[src/rtl/fetch_stage.sv]
// Instruction fetch stage: IDLE -> REQ -> DONE handshake with instruction memory and PC commit.
// Optional fetch timeout enabled by defining FETCH_TIMEOUT_EN.
module fetch_stage #(
    parameter logic [31:0] RESET_PC       = 32'h0000_3000,
    parameter int          TIMEOUT_CYCLES = 16
) (
    input  logic        clk,
    input  logic        rst,
    input  logic        if_en,
    input  logic        wb_en,
    input  logic        branch_taken,
    input  logic [31:0] branch_target,
    output logic        imem_req,
    output logic [31:0] imem_addr,
    input  logic        imem_ack,
    input  logic [31:0] imem_rdata,
    output logic [31:0] instr,
    output logic        instr_valid,
    output logic [31:0] pc,
    output logic [31:0] pc_plus4,
    output logic        fetch_busy,
    output logic        fetch_err,
    output logic        misalign_err
);

    typedef enum logic [1:0] {
        IDLE = 2'd0,
        REQ  = 2'd1,
        DONE = 2'd2
    } state_t;

    state_t      state_q, state_d;
    logic [31:0] pc_d;
    logic        imem_req_d;
    logic [31:0] imem_addr_d;
    logic [31:0] instr_d;
    logic        instr_valid_d;
    logic        misalign_err_d;

`ifdef FETCH_TIMEOUT_EN
    localparam logic [7:0] TIMEOUT_LAST = 8'(TIMEOUT_CYCLES - 1);

    logic [7:0] timeout_cnt_q, timeout_cnt_d;
    logic       fetch_err_q, fetch_err_d;

    assign fetch_err = fetch_err_q;
`else
    assign fetch_err = 1'b0;
`endif

    // Adder wraps naturally modulo 2^32.
    assign pc_plus4   = pc + 32'd4;
    assign fetch_busy = (state_q == REQ);

    // NOTE: every output of this block gets a default first so no path infers a latch.
    always_comb begin
        state_d        = state_q;
        pc_d           = pc;
        imem_req_d     = imem_req;
        imem_addr_d    = imem_addr;
        instr_d        = instr;
        instr_valid_d  = instr_valid;
        misalign_err_d = misalign_err;
`ifdef FETCH_TIMEOUT_EN
        timeout_cnt_d  = timeout_cnt_q;
        fetch_err_d    = fetch_err_q;
`endif
        case (state_q)
            IDLE: begin
                if (if_en) begin
                    state_d       = REQ;
                    imem_req_d    = 1'b1;
                    imem_addr_d   = pc;
                    instr_valid_d = 1'b0;
`ifdef FETCH_TIMEOUT_EN
                    timeout_cnt_d = 8'd0;
`endif
                end
            end
            REQ: begin
                // Ack is checked first so a coincident timeout loses to real data.
                if (imem_ack) begin
                    state_d       = DONE;
                    imem_req_d    = 1'b0;
                    instr_d       = imem_rdata;
                    instr_valid_d = 1'b1;
                end
`ifdef FETCH_TIMEOUT_EN
                else if (timeout_cnt_q == TIMEOUT_LAST) begin
                    state_d       = DONE;
                    imem_req_d    = 1'b0;
                    instr_d       = 32'h0000_0000;
                    instr_valid_d = 1'b1;
                    fetch_err_d   = 1'b1;
                end else begin
                    timeout_cnt_d = timeout_cnt_q + 8'd1;
                end
`endif
            end
            DONE: begin
                if (wb_en) begin
                    state_d = IDLE;
                    if (branch_taken) begin
                        pc_d = {branch_target[31:2], 2'b00};
                        if (branch_target[1:0] != 2'b00) begin
                            misalign_err_d = 1'b1;
                        end
                    end else begin
                        pc_d = pc_plus4;
                    end
                end
            end
            default: state_d = IDLE;
        endcase
    end

    // NOTE: state updates use non-blocking assignments so all registers see pre-edge values.
    always_ff @(posedge clk or posedge rst) begin
        if (rst) begin
            state_q      <= IDLE;
            pc           <= RESET_PC;
            imem_req     <= 1'b0;
            imem_addr    <= RESET_PC;
            instr        <= 32'h0000_0000;
            instr_valid  <= 1'b0;
            misalign_err <= 1'b0;
        end else begin
            state_q      <= state_d;
            pc           <= pc_d;
            imem_req     <= imem_req_d;
            imem_addr    <= imem_addr_d;
            instr        <= instr_d;
            instr_valid  <= instr_valid_d;
            misalign_err <= misalign_err_d;
        end
    end

`ifdef FETCH_TIMEOUT_EN
    always_ff @(posedge clk or posedge rst) begin
        if (rst) begin
            timeout_cnt_q <= 8'd0;
            fetch_err_q   <= 1'b0;
        end else begin
            timeout_cnt_q <= timeout_cnt_d;
            fetch_err_q   <= fetch_err_d;
        end
    end
`endif

endmodule
[config.mk]
export PLATFORM = sky130hd
export DESIGN_NAME = fetch_stage
export DESIGN_NICKNAME = d
export VERILOG_FILES = /design/src/rtl/fetch_stage.sv
export SDC_FILE = /design/constraint.sdc
export NUM_CORES = 1
export LEC_CHECK = 0
export BUFFER_PORTS_ARGS = -buffer_cell sky130_fd_sc_hd__buf_2
export CAP_MARGIN = 20
export CORE_MARGIN = 2
export CORE_UTILIZATION = 45
export DETAILED_ROUTE_END_ITERATION = 10
export HOLD_SLACK_MARGIN = 0.12
export PLACE_DENSITY = 0.75
export SYNTH_ARGS = -nofsm -noshare
export SYNTH_HDL_FRONTEND = slang
export SYNTH_SLANG_ARGS = --single-unit
export TNS_END_PERCENT = 100
[constraint.sdc]
create_clock -name clk -period 5.2 [get_ports clk]
set_clock_uncertainty 0.05 [all_clocks]
set_input_delay 0.26 -clock clk [delete_from_list [all_inputs] [get_ports clk]]
set_output_delay 0.26 -clock clk [all_outputs]
set_load 0.01 [all_outputs]
**Word-level counts from Yosys, hierarchy flattened**

Index checks and enable logic that the tools add are counted.

- Bits of input ports: 70
- Output and inout bits: 133
- Word-level logic and storage cells: 33
- Register bits: 101

- Mux-type cells: 11
- Equal/unequal tests: 5
- Add/sub/neg operators: 1
- Reduce and logical (&&, ||, !) cells: 9

Operator list:

| cell | number |
|---|---|
| 32-bit by 3-bit adder with 32-bit output (second input constant) | 1 |
| 32-bit 2-to-1 mux | 1 |
| 2-bit 2-to-1 mux | 3 |
| 2-bit != test (second input constant) | 3 |
| 2-bit case mux with 3 select lines | 1 |
| 2-bit AND reduction | 3 |
| 3-bit AND reduction | 2 |
| 1-bit 2-to-1 mux | 4 |
| 1-bit case mux with 2 select lines | 2 |
| 4-bit AND reduction | 1 |
| 2-bit nonzero test | 2 |
| 2-bit by 1-bit == test with 1-bit output (second input constant) | 1 |
| 2-bit == test (second input constant) | 1 |
| 2-bit logical NOT | 1 |

**Depth between registers and ports, before layout**

- Word-level depth: 3
- Mapped depth: 6
- Depth with buffers taken out: 5

**Least setup slack after synthesis**

No wires, ideal clock.

- Path kind: register to output
- Start: reg pc[2]
- End: out pc_plus4[28]
- Setup slack: 2,860 ps
- Data required time: 4,890 ps
- Buffers on the path: 0
- Cell stages (with the launch flop): 6
- Data arrival time: 2,030 ps
- Cell sequence: dfrtp_1 -> ha_1 -> nand3_1 -> or4_4 -> or3_1 -> xnor2_1

- Longest elaborated chain between the ends: 1

Ends and longest elaborated chain:

| item | line | RTL |
|---|---|---|
| start: declaration | 19 | `output logic [31:0] pc,` |
| start signal: assignment | 129 | `pc <= pc_d;` |
| 32-bit by 3-bit adder with 32-bit output | 52 | `assign pc_plus4 = pc + 32'd4;` |
| end: declaration | 20 | `output logic [31:0] pc_plus4,` |

No other way between the ends.

**Worst setup path after layout**

- Start: reg pc[2]
- End: out pc_plus4[30]

The elaborated chain is that of the path after synthesis.

==> flow_metrics.py <==
metrics = {
    "status": {
        "status": "complete, no violations",
    },
    "sta": {
        "min_period_over_period": 0.6342,
        "hold_viol_final": 0,
        "drv_slew": 0,
        "slew_headroom": 0.4958,
        "rsz0062_at_grt": "false",
        "setup-violations-final": 0,
        "setup_slack_ns": 1.902,
        "worstMarginPinSlew_ns": 0.7555,
        "finalSetupTns_ns": 0,
        "period_minus_slack_ns": 3.298,
        "fmax_mhz": 303.3,
    },
    "finish": {
        "n_antenna_cell": 0,
        "finalNonFillerCells": 840,
        "syn_to_final_growth_pct": 33.23,
        "final_layout_size_suffix_gt1_frac": 0.4200,
        "final_common_cell": "buf_2",
        "finalNetCount": 766,
        "fill_cells": 900,
        "final_area_sq_mm": 0.006676,
        "layout_common_cells": "buf_2 (195), dfrtp_1 (93), mux2_2 (62), dlygate4sd3_1 (43), nand3_1 (31)",
    },
    "logic_synthesis": {
        "avgSynthCellArea_sq_um": 10.46,
        "ys_seq_area_frac": 0.4854,
        "synth_xor_area_frac": 0.04719,
        "synth_edf_count": 0,
        "synth_simple_gate_area_frac": 0.1735,
        "synth_top_family_by_area": "simple AND/OR/NAND/NOR gates",
        "synth_cells": 479,
        "synth_compound_area_frac": 0.09788,
        "ys_warn_count": 0,
        "synthMuxAreaShare": 0.1413,
        "syn_area_sq_mm": 0.005011,
        "async_reset_ff_frac": 1.000,
        "synth.distinct_cells": 49,
        "synthAdderAreaFrac": 0.002497,
        "ys_seq_elements": 97,
        "synth_ff_type": "dfrtp_1",
    },
    "setup_path": {
        "cp.arrival_ns": 2.99,
        "crit-reg2reg-launch": "pc[2]",
        "endpoint": "pc_plus4[30]",
        "rr_worst_depth": 5,
        "path_max_fanout": 13,
        "worst_path_dominant_cell_family": "simple AND/OR/NAND/NOR gates",
        "crit_slowest_cell": "or4_4",
        "critPathBufInv": 1,
        "cp-startpoint": "pc[2]",
        "worstSetupPathType": "reg -> out",
        "startpoint_type": "flip-flop",
        "cp.depth": 6,
        "worst_setup_path_end_kind": "output pin",
        "critical_path_required_ns": 4.89,
        "crit_path_cell_trace": "ha_1, nand3_1, or4_4, or3_1, xnor2_1, buf_2",
        "reg2reg_slack_ns": 2.45,
        "timing.rr.end": "pc[28]",
        "cpPeakStageDelay_ns": 0.66,
    },
    "placed_design": {
        "gp_congestion": 0.8512,
        "numPortBuffers": 195,
        "detailed_place_hpwl_microns": 9439,
        "place_ws_ns": 2.325,
        "dpl-instance-area_sq_mm": 0.006036,
        "dpl.cell_count": 781,
    },
    "floorplan": {
        "ios": 203,
        "core_sq_mm": 0.01084,
        "die_h_microns": 109.5,
        "rows": 38,
        "die_area_sq_mm": 0.01200,
        "die_w_microns": 109.5,
        "initial_core_util": 0.4623,
    },
    "clock_tree": {
        "htreeDepth": 3,
        "cts_buffer_depth": 2,
        "clock-sinks": 97,
        "numCtsBuffers": 9,
        "cts_resized": 0,
        "clkTransAtPathRegs_ns": 0.10,
        "clk_latency_ns": 0.37,
        "post_cts_buffers": 0,
        "cts_tree": "done",
        "root_buffer": "clkbuf_8",
    },
    "route": {
        "postRouteAntennaNets": 0,
        "post_drt_wl_per_cell_microns": 16.74,
        "drtIter0Drc": 259,
        "dr.pass1.iters": 5,
        "vias_per_cell": 5.394,
        "finalWirelength_microns": 14060,
        "vias": 4531,
        "drc": 0,
    },
    "power_and_ir_drop": {
        "ir_worst_vdd_mv": 0.2965,
        "powerDensity_mw_per_mm2": 521.2,
        "p_leak_nw": 2.992,
    },
    "grt": {
        "grt_overflow": 0,
        "antenna_found_initial": 0,
        "grt_pass1_wl_microns": 21890,
        "grtUsageTotal": 0.2341,
        "grt_max_degree": 64,
        "grt_pass1_vias": 4426,
    },
    "min_path": {
        "min_path_type": "in -> reg",
    },
    "job": {
        "drv_cap": 0,
    },
}
[cell type report]
type                    instances  area (sq um)  share of cell area
clock buffers                   9         123.9             0.01855
clock inverters                 7         86.33             0.01293
inverters                      13         51.30            0.007684
multi-input cells             329          2349              0.3518
flip-flops and latches         97          2432              0.3643
well taps                     140         175.2             0.02624
repair buffers                245          1459              0.2185
[Yosys cell counts, types with 3 or more instances]
cell type,count,share of area
dfrtp_1,93,0.46
mux2_2,62,0.14
nand3_1,31,0.031
nand2_1,28,0.021
clkbuf_1,27,0.020
nor3_1,21,0.021
xnor2_1,19,0.033
nor2_1,18,0.013
o21ai_0,17,0.017
a21oi_1,16,0.016
inv_1,13,0.0097
and3_1,12,0.015
nand4_1,11,0.014
buf_2,8,0.0080
o211ai_1,8,0.012
xor2_1,8,0.014
a311o_1,7,0.014
a31oi_1,7,0.0087
and4_1,7,0.012
buf_4,7,0.010
nor4_1,5,0.0062
buf_1,4,0.0030
dfstp_2,4,0.021
nor2b_1,4,0.0050
or3_1,4,0.0050
a211o_1,3,0.0052
o22ai_1,3,0.0037
o2bb2ai_1,3,0.0052
[cell families (layout without fill, tap and decap cells)]
logic type                 count (synthesis)  after routing
xor gates and xnor gates                  27             27
AOI/OAI and AO/OA                         74             74
DFF                                       97             97
adders and majority gates                  1              1
other                                      1              7
buffers and inverters                     59            274
and+or+nand+nor                          157            157
muxes                                     63             63
[power by group]
| part | internal [mW] | switching [mW] |
|---|---|---|
| Sequential | 1.09 | 0.321 |
| Clock | 0.234 | 0.294 |
| Combinational | 0.750 | 0.795 |
[registers in the layout, indices dropped and copies added (netlist names)]
| register | count |
|---|---|
| instr | 32 |
| imem_addr | 30 |
| pc | 30 |
| state_q | 2 |
| imem_req | 1 |
| instr_valid | 1 |
| misalign_err | 1 |
[timing repair]
item | 4_1_cts | 5_1_grt
hold endpoints to repair | 78 | 0
hold buffers | 43 | 0
setup endpoints to repair | 0 | 0
[metrics by stage]
| stage | utilization | power (mW) | hold WS (ns) |
|---|---|---|---|
| 2_1_floorplan | - | 2.315 | 0.3173 |
| 3_3_place_gp | 0.5568 | 2.875 | 0.2850 |
| 3_5_place_dp | 0.5568 | 2.932 | 0.2898 |
| 4_1_cts | 0.6159 | 3.493 | 0.1324 |
| 5_1_grt | 0.6159 | 3.736 | 0.1488 |
| 6_report | 0.6159 | 3.480 | 0.1420 |
[worst min-delay path by stage]
stage                 startpoint  cells past startpoint           end
3_3_place_gp                 rst                      2      instr[7]
6_report        branch_target[0]                      3  misalign_err
4_1_cts         branch_target[0]                      3  misalign_err
5_1_grt        branch_target[10]                      3        pc[10]
2_1_floorplan              wb_en                      1    state_q[1]
3_5_place_dp                 rst                      2     instr[14]
[metal layers]
| metal | track usage | wire, microns | vias to the layer above | part of all wire |
|---|---|---|---|---|
| li1 | - | - | 2149 | - |
| met4 | 0.07866 | 281 | 0 | 0.020 |
| met1 | 0.2996 | 5705 | 2150 | 0.41 |
| met2 | 0.3840 | 6847 | 206 | 0.49 |
| met3 | 0.06402 | 1225 | 26 | 0.087 |
| met5 | 0 | 0 | - | 0 |
[worst register-to-register path, stage by stage, from the launching register on]
cell and delay (ns):
dfrtp_1 0.52, ha_1 0.30, nand3_1 0.43, or4_4 0.67, or3_1 0.40, a211o_1 0.27
(Power assumes the default switching activity.)
